$ cat src/rtl/muldiv_sequencer_if.sv
// Decode-side request/response bundle for the HI/LO multiply sequencer.
// The decoder drives requests through master; the sequencer answers through slave.
interface muldiv_sequencer_if #(
  parameter int WIDTH = 32
);
  logic             START;
  logic             SIGNED;
  logic [WIDTH-1:0] OP_A;
  logic [WIDTH-1:0] OP_B;
  logic             READ_HI;
  logic             READ_LO;
  logic             STALL;
  logic             BUSY;
  logic             DONE;
  logic [WIDTH-1:0] HI;
  logic [WIDTH-1:0] LO;

  modport master (
    output START, SIGNED, OP_A, OP_B, READ_HI, READ_LO,
    input  STALL, BUSY, DONE, HI, LO
  );

  modport slave (
    input  START, SIGNED, OP_A, OP_B, READ_HI, READ_LO,
    output STALL, BUSY, DONE, HI, LO
  );
endinterface

$ cat src/rtl/muldiv_sequencer.sv
// Radix-2 shift-add MULT/MULTU sequencer: WIDTH iterations on magnitudes, then a
// sign-fix cycle that writes HI/LO. Stalls decode for hazards while busy.
module muldiv_sequencer #(
  parameter int WIDTH = 32
) (
  input  logic              CLK,
  input  logic              RESET,
  muldiv_sequencer_if.slave bus
);
  localparam int AW = 2 * WIDTH;
  localparam int CW = $clog2(WIDTH);

  typedef enum logic [1:0] {IDLE, RUN, FIX} state_e;

  state_e           state_q, state_d;
  logic [WIDTH-1:0] mcand_q, mcand_d;
  logic [WIDTH-1:0] mplier_q, mplier_d;
  logic [AW-1:0]    acc_q, acc_d;
  logic [CW-1:0]    cnt_q, cnt_d;
  logic             neg_q, neg_d;
  logic [WIDTH-1:0] hi_q, hi_d;
  logic [WIDTH-1:0] lo_q, lo_d;
  logic             done_q, done_d;

  logic [WIDTH:0]   sum;
  logic [AW-1:0]    result;

  function automatic logic [WIDTH-1:0] magnitude(input logic [WIDTH-1:0] x, input logic sgn);
    return (sgn && x[WIDTH-1]) ? (~x + WIDTH'(1)) : x;
  endfunction

  // NOTE: sequential state uses non-blocking assignments so every register
  // samples its pre-edge value and process ordering cannot change behaviour.
  always_ff @(posedge CLK) begin
    if (RESET) state_q <= IDLE;
    else       state_q <= state_d;
  end

  always_comb begin
    state_d = state_q;
    unique case (state_q)
      IDLE:    if (bus.START) state_d = RUN;
      RUN:     if (cnt_q == CW'(WIDTH - 1)) state_d = FIX;
      FIX:     state_d = IDLE;
      default: state_d = IDLE;
    endcase
  end

  always_comb begin
    bus.BUSY  = (state_q != IDLE);
    bus.STALL = bus.BUSY & (bus.START | bus.READ_HI | bus.READ_LO);
    bus.DONE  = done_q;
    bus.HI    = hi_q;
    bus.LO    = lo_q;
  end

  // NOTE: every datapath next-state gets a hold default first, so no branch
  // of the case below can leave a variable unassigned and infer a latch.
  always_comb begin
    mcand_d  = mcand_q;
    mplier_d = mplier_q;
    acc_d    = acc_q;
    cnt_d    = cnt_q;
    neg_d    = neg_q;
    hi_d     = hi_q;
    lo_d     = lo_q;
    done_d   = (state_q == FIX);
    sum      = {1'b0, acc_q[AW-1:WIDTH]} + {1'b0, (mplier_q[0] ? mcand_q : '0)};
    result   = neg_q ? (~acc_q + AW'(1)) : acc_q;
    unique case (state_q)
      IDLE: if (bus.START) begin
        mcand_d  = magnitude(bus.OP_A, bus.SIGNED);
        mplier_d = magnitude(bus.OP_B, bus.SIGNED);
        neg_d    = bus.SIGNED & (bus.OP_A[WIDTH-1] ^ bus.OP_B[WIDTH-1]);
        acc_d    = '0;
        cnt_d    = '0;
      end
      RUN: begin
        // Carry out of the upper-half add becomes the new accumulator MSB.
        acc_d    = {sum, acc_q[WIDTH-1:1]};
        mplier_d = mplier_q >> 1;
        cnt_d    = cnt_q + CW'(1);
      end
      FIX: begin
        hi_d = result[AW-1:WIDTH];
        lo_d = result[WIDTH-1:0];
      end
      default: ;
    endcase
  end

  // NOTE: the operand/accumulator registers are reset along with HI/LO so an
  // aborted operation leaves no residue; they are flops, not a memory array.
  always_ff @(posedge CLK) begin
    if (RESET) begin
      mcand_q  <= '0;
      mplier_q <= '0;
      acc_q    <= '0;
      cnt_q    <= '0;
      neg_q    <= 1'b0;
      hi_q     <= '0;
      lo_q     <= '0;
      done_q   <= 1'b0;
    end else begin
      mcand_q  <= mcand_d;
      mplier_q <= mplier_d;
      acc_q    <= acc_d;
      cnt_q    <= cnt_d;
      neg_q    <= neg_d;
      hi_q     <= hi_d;
      lo_q     <= lo_d;
      done_q   <= done_d;
    end
  end
endmodule

$ cat src/flat_wrapper.sv
// flat-port wrapper written by rule: the top's interface ports become plain ports
module muldiv_sequencer_flat 
#(
  parameter int WIDTH = 32
)
  (CLK, RESET, bus_START, bus_SIGNED, bus_OP_A, bus_OP_B, bus_READ_HI, bus_READ_LO, bus_STALL, bus_BUSY, bus_DONE, bus_HI, bus_LO);
  muldiv_sequencer_if #(.WIDTH(WIDTH)) bus_i ();
  input  logic CLK;
  input  logic RESET;
  input wire logic [$bits(bus_i.START)-1:0] bus_START;
  input wire logic [$bits(bus_i.SIGNED)-1:0] bus_SIGNED;
  input wire logic [$bits(bus_i.OP_A)-1:0] bus_OP_A;
  input wire logic [$bits(bus_i.OP_B)-1:0] bus_OP_B;
  input wire logic [$bits(bus_i.READ_HI)-1:0] bus_READ_HI;
  input wire logic [$bits(bus_i.READ_LO)-1:0] bus_READ_LO;
  output wire logic [$bits(bus_i.STALL)-1:0] bus_STALL;
  output wire logic [$bits(bus_i.BUSY)-1:0] bus_BUSY;
  output wire logic [$bits(bus_i.DONE)-1:0] bus_DONE;
  output wire logic [$bits(bus_i.HI)-1:0] bus_HI;
  output wire logic [$bits(bus_i.LO)-1:0] bus_LO;
  assign bus_i.START = bus_START;
  assign bus_i.SIGNED = bus_SIGNED;
  assign bus_i.OP_A = bus_OP_A;
  assign bus_i.OP_B = bus_OP_B;
  assign bus_i.READ_HI = bus_READ_HI;
  assign bus_i.READ_LO = bus_READ_LO;
  assign bus_STALL = bus_i.STALL;
  assign bus_BUSY = bus_i.BUSY;
  assign bus_DONE = bus_i.DONE;
  assign bus_HI = bus_i.HI;
  assign bus_LO = bus_i.LO;
  muldiv_sequencer #(.WIDTH(WIDTH)) u_core (.CLK(CLK), .RESET(RESET), .bus(bus_i));
endmodule
$ cat config.mk
export PLATFORM = sky130hd
export DESIGN_NAME = muldiv_sequencer_flat
export DESIGN_NICKNAME = d
export VERILOG_FILES = /design/src/rtl/muldiv_sequencer_if.sv /design/src/rtl/muldiv_sequencer.sv /design/src/flat_wrapper.sv
export SDC_FILE = /design/constraint.sdc
export NUM_CORES = 1
export LEC_CHECK = 0
export CAP_MARGIN = 20
export CELL_PAD_IN_SITES_DETAIL_PLACEMENT = 0
export CELL_PAD_IN_SITES_GLOBAL_PLACEMENT = 1
export CORE_ASPECT_RATIO = 0.9
export CORE_MARGIN = 2
export CORE_UTILIZATION = 30
export CTS_BUF_LIST = sky130_fd_sc_hd__clkbuf_2 sky130_fd_sc_hd__clkbuf_4 sky130_fd_sc_hd__clkbuf_8
export DETAILED_ROUTE_END_ITERATION = 12
export GPL_TIMING_DRIVEN = 1
export PLACE_DENSITY_LB_ADDON = 0.1
export SYNTH_ARGS = -nofsm -noshare
export SYNTH_HDL_FRONTEND = slang
export SYNTH_SLANG_ARGS = --single-unit
$ cat constraint.sdc
create_clock -name CLK -period 3.3 [get_ports CLK]
set_clock_uncertainty 0.2 [all_clocks]
set_input_delay 0.495 -clock CLK [delete_from_list [all_inputs] [get_ports CLK]]
set_output_delay 0.495 -clock CLK [all_outputs]
set_load 0.05 [all_outputs]
# --- Yosys cells after proc, flatten, opt, wreduce, memory -nomap -nowiden ---
# Index checks and enable logic that the tools add are counted.
classes:
  bitwise: 8
  eq_ne: 5
  muxes: 13
  n_reduce_logical: 8
  addsub: 5
ops:
  columns: ["op", "count"]
  rows:
  - ["two-way mux 32 bit", 4]
  - ["two-way mux 64 bit", 2]
  - ["one-hot mux 64 bit (2 select lines)", 1]
  - ["adder 32 x 1 -> 32 bit (second input constant)", 2]
  - ["adder 64 x 1 -> 64 bit (second input constant)", 1]
  - ["NOT 32 bit", 2]
  - ["NOT 64 bit", 1]
  - ["one-hot mux 32 bit (2 select lines)", 1]
  - ["adder 32 x 32 -> 33 bit", 1]
  - ["one-hot mux 5 bit (2 select lines)", 1]
  - ["AND reduction 2 bit", 3]
  - ["adder 5 x 1 -> 5 bit (second input constant)", 1]
  - ["equality test 5 bit (second input constant)", 1]
  - ["two-way mux 5 bit", 1]
  - ["two-way mux 2 bit", 2]
  - ["one-hot mux 2 bit (2 select lines)", 1]
  - ["nonzero test 2 bit", 2]
  - ["bitwise AND 1 bit", 2]
  - ["equality test 2 x 1 -> 1 bit (second input constant)", 1]
  - ["equality test 2 bit (second input constant)", 1]
  - ["logical AND 1 bit", 2]
  - ["logical NOT 2 bit", 1]
  - ["inequality test 2 x 1 -> 1 bit (second input constant)", 1]
  - ["inequality test 2 bit (second input constant)", 1]
  - ["other kinds (2)", 3]
totals:
  regBits: 201
  inputBits: 70
  output_inout_bits: 67
  elab_cells: 48

# --- Longest topological paths before layout ---
logic_depth:
  depth_word: 5
  mapped_depth: 13
  mapped_depth_nobuf: 12

# --- Least setup slack after synthesis ---
# OpenSTA, ideal clock, no wires.
synth_timing:
  kind: "register to register"
  start: "reg u_core.mplier_q[0]"
  end: "reg u_core.acc_q[59]"
  t_arrival_ns: 2.853
  setup_time_ns: 0.117
  slack_ns: 0.129
  synth_period_minus_slack_ns: 3.171
  n_path_buf: 1
  path_stages_with_launch: 14
  t_required_ns: 2.983
  path_cell_list: "dfxtp_1 clkbuf_1 and2_1 ha_1 inv_1 fa_1 nor2b_1 o2111ai_1 nand3_1 a41oi_1 a31o_2 a211o_1 a21o_1 a32o_1"
synth_between:
  elab_chain_len: 3
synth_lines:
  columns: ["item", "line", "source"]
  rows:
  - ["start: declaration", "muldiv_sequencer.sv:17", "logic [WIDTH-1:0] mplier_q, mplier_d;"]
  - ["start signal: assignment", "muldiv_sequencer.sv:106", "mplier_q <= mplier_d;"]
  - ["two-way mux 32 bit", "muldiv_sequencer.sv:68", "sum = {1'b0, acc_q[AW-1:WIDTH]} + {1'b0, (mplier_q[0] ? mcand_q : '0)};"]
  - ["adder 32 x 32 -> 33 bit", "muldiv_sequencer.sv:68", null]
  - ["one-hot mux 64 bit (2 select lines)", "muldiv_sequencer.sv:70", "unique case (state_q)"]
  - ["end signal: assignment", "muldiv_sequencer.sv:98", "acc_q <= '0;"]
  - ["end signal: assignment", "muldiv_sequencer.sv:107", "acc_q <= acc_d;"]
  - ["end: declaration", "muldiv_sequencer.sv:18", "logic [AW-1:0] acc_q, acc_d;"]
# Every way passes these cells.
# A chain may end at the register's enable or synchronous reset.

# --- Worst setup path after layout ---
layout_timing:
  start: "reg u_core.acc_q[9]"
  end: "reg u_core.hi_q[28] (netlist: u_core.bus.HI[28])"
layout_between:
  elab_chain_len: 3
layout_lines:
  columns: ["item", "line", "source"]
  rows:
  - ["NOT 64 bit", "muldiv_sequencer.sv:69", "result = neg_q ? (~acc_q + AW'(1)) : acc_q;"]
  - ["adder 64 x 1 -> 64 bit", "muldiv_sequencer.sv:69", null]
  - ["two-way mux 64 bit", "muldiv_sequencer.sv:69", null]
  - ["end signal: assignment", "muldiv_sequencer.sv:110", "hi_q <= hi_d;"]
  - ["end: declaration", "muldiv_sequencer.sv:21", "logic [WIDTH-1:0] hi_q, hi_d;"]
# Every way passes these cells.

==> summary.txt <==
Floorplan
  – Ports: between 100 and 150
  – Initial Utilization: between 30 and 40%
  – Die W: between 200 and 250 microns
  – Die area: 39700 sq um
  – # rows: 67
  – Die H: ~190 microns
  – Core ar.: roughly 37000 sq um

Layout
  – Proportion of layout cells with a drive suffix above 1: between 10 and 15%
  – Finished Cell Area: roughly 15000 sq um
  – Area Growth Syn to Fin: 27.8%
  – Diodes inserted: 0
  – Nets: ~1700
  – Layout Utilization: 39.1%
  – Post-Layout Cell Count: between 2000 and 2500

Synth
  – Mean Syn Cell Area: between 7 and 8 sq um
  – Yosys cell types: between 60 and 70
  – Seq cells post-synth: 201
  – Post-synth EDFFs: 0
  – Synthesized instance count: 1452
  – Top FF cell, synth: dfxtp_1
  – Top cells by count, synth: 201 x dfxtp_1, 156 x nand2_1, 152 x nor2_1
  – Dominant cells by area after synthesis: dfxtp_1 35%, xor2_1 6.8%, a211oi_1 5.8%, a21oi_1 5.4%, nand2_1 5.1%
  – Synth Cell Area: ~11000 sq um
  – Syn_nets: approximately 1600
  – Cell taking the most area after synthesis: dfxtp_1
  – YS warnings: 0
  – Count leader, synth: dfxtp_1
  – FFs w/ async S/R, synth: 0%
  – Sequential fraction of the synthesis area: a little over a third
  – Synth top area share: between 30% and 40%

Route
  – DRT Wirelength: around 34 mm
  – Via count: around 11000
  – Drc violations: 0
  – 1st-iter DRT viols: 553
  – First drt pass iteration count: 5
  – DRT antenna net count: 0
  – Routed wire per std cell: approximately 16 microns
  – Vias per inst: roughly 5.0

STA
  – Final setup viols: 0
  – Fin crit share: 94.9%
  – Slew headroom: 41.5%
  – Endpoints failing hold: 0
  – RSZ-0062 raised after global routing: no
  – Worst-Margin Slew: around 880 ps
  – Minimum clock period: between 3000 and 4000 ps
  – Fmax: between 300 and 400 MHz
  – Worst setup margin: between 150 and 200 ps
  – Slew Viols, Final: 0
  – WHS: 82.5 ps
  – Fin Setup TNS: 0 ps

Clock tree
  – CTS clock-pin slew for the worst setup and hold paths: roughly 60 ps
  – Post_cts resized: 0
  – Htree depth: 2
  – CTS tree: built
  – Clock root cell: clkbuf_8
  – # hold bufs at CTS: 0
  – CTS Buf Count: 40
  – Buffer count from post-CTS setup fixing: 0
  – CTS max path bufs: 3
  – Sink Count: roughly 200
  – Clk Latency, worst-skew pair: 540 ps

Power
  – PD cells: around 410 nW/um^2
  – Total power: 5.94 mW
  – Leak: 5.40 nW
  – Peak VDD IR: 0.204 mV

Place
  – Setup WS pre-CTS: -73.0 ps
  – Dpl cells: just over 2000
  – HPWL Detailed: about 25 mm
  – Area after DPL: 13700 sq um
  – GPL Wtd Cong: between 0.8 and 0.9
  – IO Port Bufs: 136

Global route
  – Largest net degree at the start of global routing: around 130
  – First-pass GRT wire length: approximately 55 mm
  – GRT Overall Usage: approximately 17%
  – Gr ovfl total: 0
  – Vias in the first global route: slightly above 10000
  – Initial antenna violation count: 0

Worst setup path
  – CP required: ~3500 ps
  – CP Class: reg -> reg
  – Crit path DAT: 3320 ps
  – Critical Path Fanout Max: 7
  – Crit. End Element: flop
  – Setup crit start kind: flop

Job
  – Max-cap violations: 0

Worst hold path
  – Worst hold path type: in -> reg

Outcome
  – Outcome: completed
## report_power, final
| group | internal [mW] | switching (mW) |
|---|---|---|
| clock | 1.59 | 1.11 |
| sequential | 2.50 | 0.0463 |
| combinational | 0.282 | 0.409 |
## registers in the layout, summed over array words and instances (netlist names)
name,count
u_core.cnt_q,5
u_core.bus.LO,32
u_core.neg_q,1
u_core.state_q,2
u_core.mplier_q,32
u_core.mcand_q,32
u_core.bus.HI,32
u_core.acc_q,64
u_core.bus.DONE,1
## placed cells by master, fill, tap and decap left out, drive strengths merged, types with 20 or more instances in the layout
master / count
a211oi: 88
a21oi: 124
a22oi: 31
and2: 38
buf: 87
clkbuf: 66
clkdlybuf4s50: 135
dfxtp: 201
ha: 37
inv: 22
nand2: 156
nand3: 63
nor2: 152
nor3: 22
o21ai: 75
o31ai: 26
or3: 20
xnor2: 52
xor2: 89
## layer usage
layer  GRT usage (%)  up-vias  share of wire [%]  routed length, microns
met4            4.12        0                1.5                     528
met1            26.8     4886                 55                   18800
li1                -     5572                  -                       -
met5               0        -                  0                       0
met3            2.74       39                4.4                    1500
met2            23.8      219                 39                   13500
## path summary, 6_finish.rpt
path	from	to	slack, ps	depth (start not counted)
setup / recovery	u_core.acc_q[9]	u_core.bus.HI[28]	170	8
hold / removal	RESET	u_core.acc_q[32]	80	2
setup reg to reg	u_core.acc_q[9]	u_core.bus.HI[28]	170	8
hold reg to reg	u_core.mcand_q[8]	u_core.mcand_q[8]	250	2
## cell families (layout without fill, tap and decap cells)
| logic type | Yosys count | after routing | share of synthesized area, % |
|---|---|---|---|
| AOI/OAI and AO/OA | 428 | 428 | 24.2 |
| xor gates and xnor gates | 141 | 141 | 10.8 |
| adders and majority gates | 38 | 38 | 4.22 |
| buffers and inverters | 123 | 315 | 4.24 |
| DFF | 201 | 201 | 35.2 |
| muxes | 3 | 3 | 0.262 |
| and+or+nand+nor | 518 | 518 | 21.1 |
## final cells by class
| type | count | area, sq um |
|---|---|---|
| Inverter | 22 | 82.6 |
| Sequential cell | 201 | 4030 |
| Timing Repair Buffer | 222 | 2060 |
| Clock buffer | 66 | 833 |
| Tap cell | 483 | 604 |
| Multi-Input combinational cell | 1128 | 7000 |
| Clock inverter | 5 | 25.0 |
| Fill cell | 3911 | 22800 |
## worst max-delay path, stage by stage, from the launching register on
cell,delay [ps]
dfxtp_1,310
or4_4,530
or3_1,380
or3_4,450
or2_4,290
or3_4,360
o21ai_1,160
xor2_1,200
a211oi_1,90
(Power assumes the default switching activity.)
